===== src/rtl/sram_arb_pkg.sv =====
// Shared types and bus widths for the SRAM arbiter.
package sram_arb_pkg;

    localparam int SRAM_AW = 21;
    localparam int SRAM_DW = 8;

    typedef enum logic [1:0] {
        IDLE   = 2'd0,
        ACCESS = 2'd1,
        DONE   = 2'd2
    } state_t;

    typedef enum logic {
        OWN_A = 1'b0,
        OWN_B = 1'b1
    } owner_t;

endpackage


===== src/rtl/sram_arbiter.sv =====
// Two-port arbiter for the single external 8-bit SRAM.
// Port A (CPU/ULA) has priority over port B (loader/DMA). Each access is a
// fixed ACCESS_CYCLES-long SRAM cycle followed by a one-clock ack.
// The board top level owns the inout pin: sram_data = sram_data_oe ? sram_wdata : 'z.
// Optional macro SRAM_ARB_STARVE_GUARD_EN: after MAX_WAIT consecutive A grants
// over a pending B, B is granted once even if A is requesting.
//
//   state  | meaning
//   IDLE   | bus free, arbitrate and latch the winner's request
//   ACCESS | address held, write strobe / read capture over ACCESS_CYCLES clocks
//   DONE   | one-clock ack to the owner, bus released
module sram_arbiter
    import sram_arb_pkg::*;
#(
    parameter int ACCESS_CYCLES = 2,
    parameter int MAX_WAIT      = 4
) (
    input  logic               clk28mhz,
    input  logic               reset_n,
    input  logic               a_req,
    input  logic               a_we,
    input  logic [SRAM_AW-1:0] a_addr,
    input  logic [SRAM_DW-1:0] a_wdata,
    output logic [SRAM_DW-1:0] a_rdata,
    output logic               a_ack,
    input  logic               b_req,
    input  logic               b_we,
    input  logic [SRAM_AW-1:0] b_addr,
    input  logic [SRAM_DW-1:0] b_wdata,
    output logic [SRAM_DW-1:0] b_rdata,
    output logic               b_ack,
    output logic [SRAM_AW-1:0] sram_addr,
    output logic [SRAM_DW-1:0] sram_wdata,
    input  logic [SRAM_DW-1:0] sram_rdata,
    output logic               sram_data_oe,
    output logic               sram_we_n
);

    localparam int CNT_W = $clog2(ACCESS_CYCLES);
    localparam logic [CNT_W-1:0] CNT_LAST = CNT_W'(ACCESS_CYCLES - 1);
    localparam logic [CNT_W-1:0] CNT_HOLD = CNT_W'(ACCESS_CYCLES - 2);

    if (ACCESS_CYCLES < 2 || MAX_WAIT < 1) begin : g_bad_param
        $error("sram_arbiter: ACCESS_CYCLES must be >= 2 and MAX_WAIT >= 1");
    end

    state_t             state, state_nxt;
    owner_t             owner, owner_nxt;
    logic [CNT_W-1:0]   cnt, cnt_nxt;
    logic               we_r, we_nxt;
    logic [SRAM_AW-1:0] addr_nxt;
    logic [SRAM_DW-1:0] wdata_nxt;
    logic               oe_nxt, we_n_nxt;
    logic               a_ack_nxt, b_ack_nxt;
    logic [SRAM_DW-1:0] a_rdata_nxt, b_rdata_nxt;
    logic               grant_b;

`ifdef SRAM_ARB_STARVE_GUARD_EN
    localparam int WCNT_W = $clog2(MAX_WAIT + 1);
    localparam logic [WCNT_W-1:0] WCNT_MAX = WCNT_W'(MAX_WAIT);

    logic [WCNT_W-1:0] wcnt, wcnt_nxt;

    assign grant_b = b_req && (!a_req || (wcnt == WCNT_MAX));

    // Count A grants made over a waiting B; clear when B is served or not asking.
    always_comb begin
        wcnt_nxt = wcnt;
        if (state == IDLE) begin
            if (!b_req || grant_b)
                wcnt_nxt = '0;
            else if (wcnt != WCNT_MAX)
                wcnt_nxt = wcnt + WCNT_W'(1);
        end
    end

    // Wait counter register.
    always_ff @(posedge clk28mhz or negedge reset_n) begin
        if (!reset_n) wcnt <= '0;
        else          wcnt <= wcnt_nxt;
    end
`else
    assign grant_b = b_req && !a_req;
`endif

    // Next-state and next-output logic for the access sequencer.
    always_comb begin
        state_nxt   = state;
        owner_nxt   = owner;
        cnt_nxt     = cnt;
        we_nxt      = we_r;
        addr_nxt    = sram_addr;
        wdata_nxt   = sram_wdata;
        oe_nxt      = sram_data_oe;
        we_n_nxt    = sram_we_n;
        a_ack_nxt   = 1'b0;
        b_ack_nxt   = 1'b0;
        a_rdata_nxt = a_rdata;
        b_rdata_nxt = b_rdata;
        case (state)
            IDLE: begin
                if (a_req || b_req) begin
                    state_nxt = ACCESS;
                    cnt_nxt   = '0;
                    if (grant_b) begin
                        owner_nxt = OWN_B;
                        we_nxt    = b_we;
                        addr_nxt  = b_addr;
                        wdata_nxt = b_wdata;
                        oe_nxt    = b_we;
                        we_n_nxt  = !b_we;
                    end else begin
                        owner_nxt = OWN_A;
                        we_nxt    = a_we;
                        addr_nxt  = a_addr;
                        wdata_nxt = a_wdata;
                        oe_nxt    = a_we;
                        we_n_nxt  = !a_we;
                    end
                end
            end
            ACCESS: begin
                cnt_nxt = cnt + CNT_W'(1);
                // Strobe rises one clock early so data is held past the write edge.
                if (cnt == CNT_HOLD)
                    we_n_nxt = 1'b1;
                if (cnt == CNT_LAST) begin
                    state_nxt = DONE;
                    cnt_nxt   = '0;
                    oe_nxt    = 1'b0;
                    we_n_nxt  = 1'b1;
                    if (owner == OWN_A) begin
                        a_ack_nxt = 1'b1;
                        if (!we_r) a_rdata_nxt = sram_rdata;
                    end else begin
                        b_ack_nxt = 1'b1;
                        if (!we_r) b_rdata_nxt = sram_rdata;
                    end
                end
            end
            DONE: state_nxt = IDLE;
            default: state_nxt = IDLE;
        endcase
    end

    // State and registered SRAM/requester outputs; reset aborts any access.
    always_ff @(posedge clk28mhz or negedge reset_n) begin
        if (!reset_n) begin
            state        <= IDLE;
            owner        <= OWN_A;
            cnt          <= '0;
            we_r         <= 1'b0;
            sram_addr    <= '0;
            sram_wdata   <= '0;
            sram_data_oe <= 1'b0;
            sram_we_n    <= 1'b1;
            a_ack        <= 1'b0;
            b_ack        <= 1'b0;
            a_rdata      <= '0;
            b_rdata      <= '0;
        end else begin
            state        <= state_nxt;
            owner        <= owner_nxt;
            cnt          <= cnt_nxt;
            we_r         <= we_nxt;
            sram_addr    <= addr_nxt;
            sram_wdata   <= wdata_nxt;
            sram_data_oe <= oe_nxt;
            sram_we_n    <= we_n_nxt;
            a_ack        <= a_ack_nxt;
            b_ack        <= b_ack_nxt;
            a_rdata      <= a_rdata_nxt;
            b_rdata      <= b_rdata_nxt;
        end
    end

endmodule

===== config.mk =====
export PLATFORM = sky130hd
export DESIGN_NAME = sram_arbiter
export DESIGN_NICKNAME = d
export VERILOG_FILES = /design/src/rtl/sram_arb_pkg.sv /design/src/rtl/sram_arbiter.sv
export SDC_FILE = /design/constraint.sdc
export NUM_CORES = 1
export LEC_CHECK = 0
export ABC_CLOCK_PERIOD_IN_PS = 1650
export CORE_ASPECT_RATIO = 2
export CORE_MARGIN = 10
export CORE_UTILIZATION = 30
export CTS_CLUSTER_DIAMETER = 60
export DETAILED_ROUTE_END_ITERATION = 8
export GPL_TIMING_DRIVEN = 0
export HOLD_SLACK_MARGIN = 0.1
export PLACE_DENSITY = 0.72
export SLEW_MARGIN = 20
export SYNTH_ARGS = -nofsm -noshare
export SYNTH_HDL_FRONTEND = slang
export SYNTH_SLANG_ARGS = --single-unit

===== constraint.sdc =====
create_clock -name clk28mhz -period 1.65 [get_ports clk28mhz]
set_input_delay 0.165 -clock clk28mhz [delete_from_list [all_inputs] [get_ports clk28mhz]]
set_output_delay 0.165 -clock clk28mhz [all_outputs]
set_load 0.02 [all_outputs]

==> summary.md <==
The data required time at the worst endpoint is 1.48 ns. The starting density of the core came out at 0.3072. Measured in cells, the most critical reg-to-reg path has a length of 4. The logs give 0.5584 for the sequential fraction of the synthesis area and 0.09 ns for the slack of the worst reg-to-reg path. The destination of the worst register-to-register timing path was b_rdata[3]$_DFFE_PN0P_. The tools report the area of the mapped netlist as 2422 sq um. The placed instances occupy a cell area of 3741 sq um.

In the synthesized netlist the dominant register cell turns out to be sky130_fd_sc_hd__dfrtp_1. The area growth from synthesis to layout is 62.81%, and the buffer levels on the longest clock path is 2. For the worst setup path, the data arrival time is 1.42 ns. The setup path with the least slack is of type reg -> out. The register cell area after layout is 1353 sq um, and the average vias per placed instance is 4.608.

Setup repair after global routing left no endpoint under its margin. For this run, the top clock speed supported by timing is 629.4 MHz. The number of instances on the worst hold path was 3; the remaining max-slew budget at the tightest pin was 0.5491. The most common cell in the synthesized netlist is sky130_fd_sc_hd__mux2_2. Detailed routing inserted a total of 1,765 vias.

Averaged over all synthesized cells, the footprint is 15.33 sq um. After clock tree synthesis, the clock-pin slew on the worst setup and hold paths is 0.06 ns. The tools report the root buffer cell as sky130_fd_sc_hd__clkbuf_16.

In the routed design, unresolved DRC markers number 0. Traced cell by cell, the critical path runs through clkdlybuf4s50_1. Source-to-sink clock delay at the later pin of the worst-skew pair: 0.29 ns.

The post-route clock skew is 0.004659 ns, and the final total negative setup slack is 0 ns. The leakage power was 1.670 nW; the number of detailed-route iterations in the first pass was 4. The worst setup path is launched from a register.

STA classifies the critical path endpoint as an output pin. Counting instances in the post-synthesis netlist gives the leading cell types as 66 x sky130_fd_sc_hd__mux2_2, 53 x sky130_fd_sc_hd__dfrtp_1, 8 x sky130_fd_sc_hd__mux2_4, 4 x sky130_fd_sc_hd__buf_2. The number of antenna violations at the first check in global routing came out at 0.

Routability-driven placement finished with a final weighted congestion of 0.7153. Across the run, the number of max-cap violations was 0. The flow ran to the end, and the final reports show no timing, DRC or antenna violations. The share of post-route cells with drive strength above 1 was 0.3380; the area occupied by multi-input gates was 1033 sq um. sky130_fd_sc_hd__dfrtp_1 takes more of the synthesized area than any other cell. The final layout contains routed wiring with a total length of 7113 microns.

The first routing iteration left 61 violations. Launch point of the worst reg-to-reg path: state[1]$_DFFE_PN0P_. The height of the chip is 147.1 microns, and the total track usage is 0.1136.

The worst-path cell with the longest stage delay is sky130_fd_sc_hd__clkdlybuf4s50_1. The top-level I/O count came out at 121. The power density over cell area works out to 1827 nW/um^2.

The clock tree synthesis step divided the H-tree into 2 levels. In this run the most critical hold path is launched from b_req. The half-perimeter wire length after detailed placement is 5768 microns, and the number of I/O port buffers is 120. On the final layout, the worst hold slack is 0.3390 ns. After filler insertion, the fill cell instance count of the layout stands at 731.

The global-route wire length before repair was 11,030 microns; the fraction of post-synthesis cell area in the top cell type by area was 0.5475. Cell family contributing the most delay on the critical path: buffers and inverters. The fraction of the cycle the final worst path needs is 0.9629. The number of different library cells in the post-synthesis netlist was 24. TritonCTS built the clock tree. The detail route stage leaves a number of antenna-violating nets equal to 0. The number of clock buffers added by TritonCTS is 5. Number of synthesized flops with an enable pin: 0.

The worst hold path terminates at owner$_DFFE_PN0P_. Synthesis produced a netlist with a net count of 230. The number of buffers and inverters on the critical path was 1. Sorting the synthesized cells by area gives the leading types as sky130_fd_sc_hd__dfrtp_1 55%, sky130_fd_sc_hd__mux2_2 31%, sky130_fd_sc_hd__mux2_4 5.0%.

Of all nets on the critical path, the largest fanout is 2. After routing the design area is 3944 sq um. Antenna diode count: 0. The worst voltage drop across the vdd grid was 0.0008726 V; the overall die width was 83.54 microns. For this run, the number of Yosys warnings is 0.

For the number of global-route vias before repair, the log shows 1,948. Class of the worst hold path: in -> reg. After global routing the overflow that remains totals 0.

The fraction of registers with async set or reset after synthesis is 1.000, and the final count of pins violating max slew is 0. On the worst path, the slowest cell contributes a delay of 0.61 ns. The critical path starts at sram_we_n$_DFFE_PN1P_. The tools report the area of the core as 7885 sq um. The number of standard cells after synthesis is 158, and the number of synthesized register bits is 54. Dividing the detail-routed wire length by the instance count gives 18.57 microns. The number of clock sinks seen by CTS is 54. The net count of the finished layout is 358.

Maximum number of pins on one net before global-route repair: 55. The actual slew at the worst max-slew pin is 0.6764 ns, and the clock period minus worst slack is 1.589 ns. The logs give 0 for the final count of hold timing violations and 46 for the number of cell rows. The floorplan step defined a die boundary enclosing 12,290 sq um.

The run gives 0 as the final setup violation count.
## sequential cells by signal (all words and copies together), names as in the netlist
signal,count
a_ack,1
a_rdata,8
b_ack,1
b_rdata,8
cnt,1
owner,1
sram_addr,21
sram_data_oe,1
sram_wdata,8
sram_we_n,1
state,2
we_r,1
## where the power goes
group,internal [mW],switching (mW)
combinational,2.03,1.67
sequential,2.01,0.365
clock,0.688,0.453
## layer usage
metal  share of wire  GRT usage  routed length, microns  vias to the layer above
met5               0          0                       0                        -
met4           0.027    0.05892                     191                        0
met3           0.041    0.02492                     290                        9
met2            0.60     0.2217                    4253                       60
met1            0.33     0.1048                    2377                      876
li1                -          -                       -                      820
## logic make-up (layout without fill, tap and decap cells)
family	after synthesis	after routing	synth area share
XOR/XNOR	1	1	0.003616
AO/OA/AOI/OAI	8	8	0.02014
flip-flops	54	54	0.5584
multiplexers	74	74	0.3564
AND/OR/NAND/NOR	12	12	0.03616
buffers and inverters	9	138	0.02531
## metrics by stage
step | cells | util | setup slack [ns] | total power [mW]
after detailed placement | 374 | 0.4745 | -0.5270 | 6.138
after floorplan | 158 | - | 0.1641 | 4.325
after CTS | 383 | 0.4998 | 0.02949 | 7.359
final | 383 | 0.5002 | 0.06123 | 7.207
after global routing | 383 | 0.5002 | 0.004061 | 7.611
after global placement | 374 | 0.4748 | -1.265 | 6.060
## cells in the final DEF, fill, tap and decap left out
master,netlist,layout
sky130_fd_sc_hd__a21boi_0,1,1
sky130_fd_sc_hd__a21o_1,1,1
sky130_fd_sc_hd__a21oi_1,3,3
sky130_fd_sc_hd__a31o_2,1,1
sky130_fd_sc_hd__and2_1,1,1
sky130_fd_sc_hd__and3_2,1,1
sky130_fd_sc_hd__buf_2,4,4
sky130_fd_sc_hd__buf_4,0,1
sky130_fd_sc_hd__buf_6,3,3
sky130_fd_sc_hd__clkbuf_16,0,5
sky130_fd_sc_hd__clkbuf_8,0,3
sky130_fd_sc_hd__clkdlybuf4s50_1,0,117
sky130_fd_sc_hd__dfrtp_1,53,53
sky130_fd_sc_hd__dfstp_2,1,1
sky130_fd_sc_hd__dlygate4sd2_1,0,1
sky130_fd_sc_hd__dlygate4sd3_1,0,1
sky130_fd_sc_hd__dlymetal6s2s_1,0,1
sky130_fd_sc_hd__inv_1,2,2
sky130_fd_sc_hd__mux2_2,66,66
sky130_fd_sc_hd__mux2_4,8,8
sky130_fd_sc_hd__nand2_1,1,1
sky130_fd_sc_hd__nand2b_4,0,1
sky130_fd_sc_hd__nand3b_1,1,1
sky130_fd_sc_hd__nand3b_4,1,1
sky130_fd_sc_hd__nor2_1,3,3
sky130_fd_sc_hd__nor2b_1,1,1
sky130_fd_sc_hd__nor3_4,0,1
sky130_fd_sc_hd__o21ai_0,1,1
sky130_fd_sc_hd__o21ai_4,0,1
sky130_fd_sc_hd__or3b_1,1,1
sky130_fd_sc_hd__xor2_1,1,1
## worst max path at each step
stage | end | cells past startpoint | slack, ns
2_1_floorplan | b_rdata[0]$_DFFE_PN0P_ | 4 | 0.16
3_3_place_gp | sram_addr[9]$_DFFE_PN0P_ | 1 | -1.27
3_5_place_dp | sram_wdata[4]$_DFFE_PN0P_ | 4 | -0.53
4_1_cts | sram_addr[17]$_DFFE_PN0P_ | 6 | 0.03
5_1_grt | sram_wdata[5]$_DFFE_PN0P_ | 4 | 0.004
6_report | sram_we_n | 1 | 0.06
## final cells by class
| type | count | area share |
|---|---|---|
| Buffer | 7 | 0.01364 |
| Timing Repair Buffer | 121 | 0.3068 |
| Tap cell | 96 | 0.03046 |
| Multi-Input combinational cell | 95 | 0.2621 |
| Sequential cell | 54 | 0.3430 |
| Inverter | 2 | 0.001904 |
| Clock buffer | 8 | 0.04220 |
## timing repair
item,CTS,global route
endpoints found under the hold margin,53,0
buffers inserted,0,0
setup endpoints to repair,33,11
pin swaps,0,0
resized for setup,5,1
hold buffers,1,0
(Power assumes the default switching activity.)
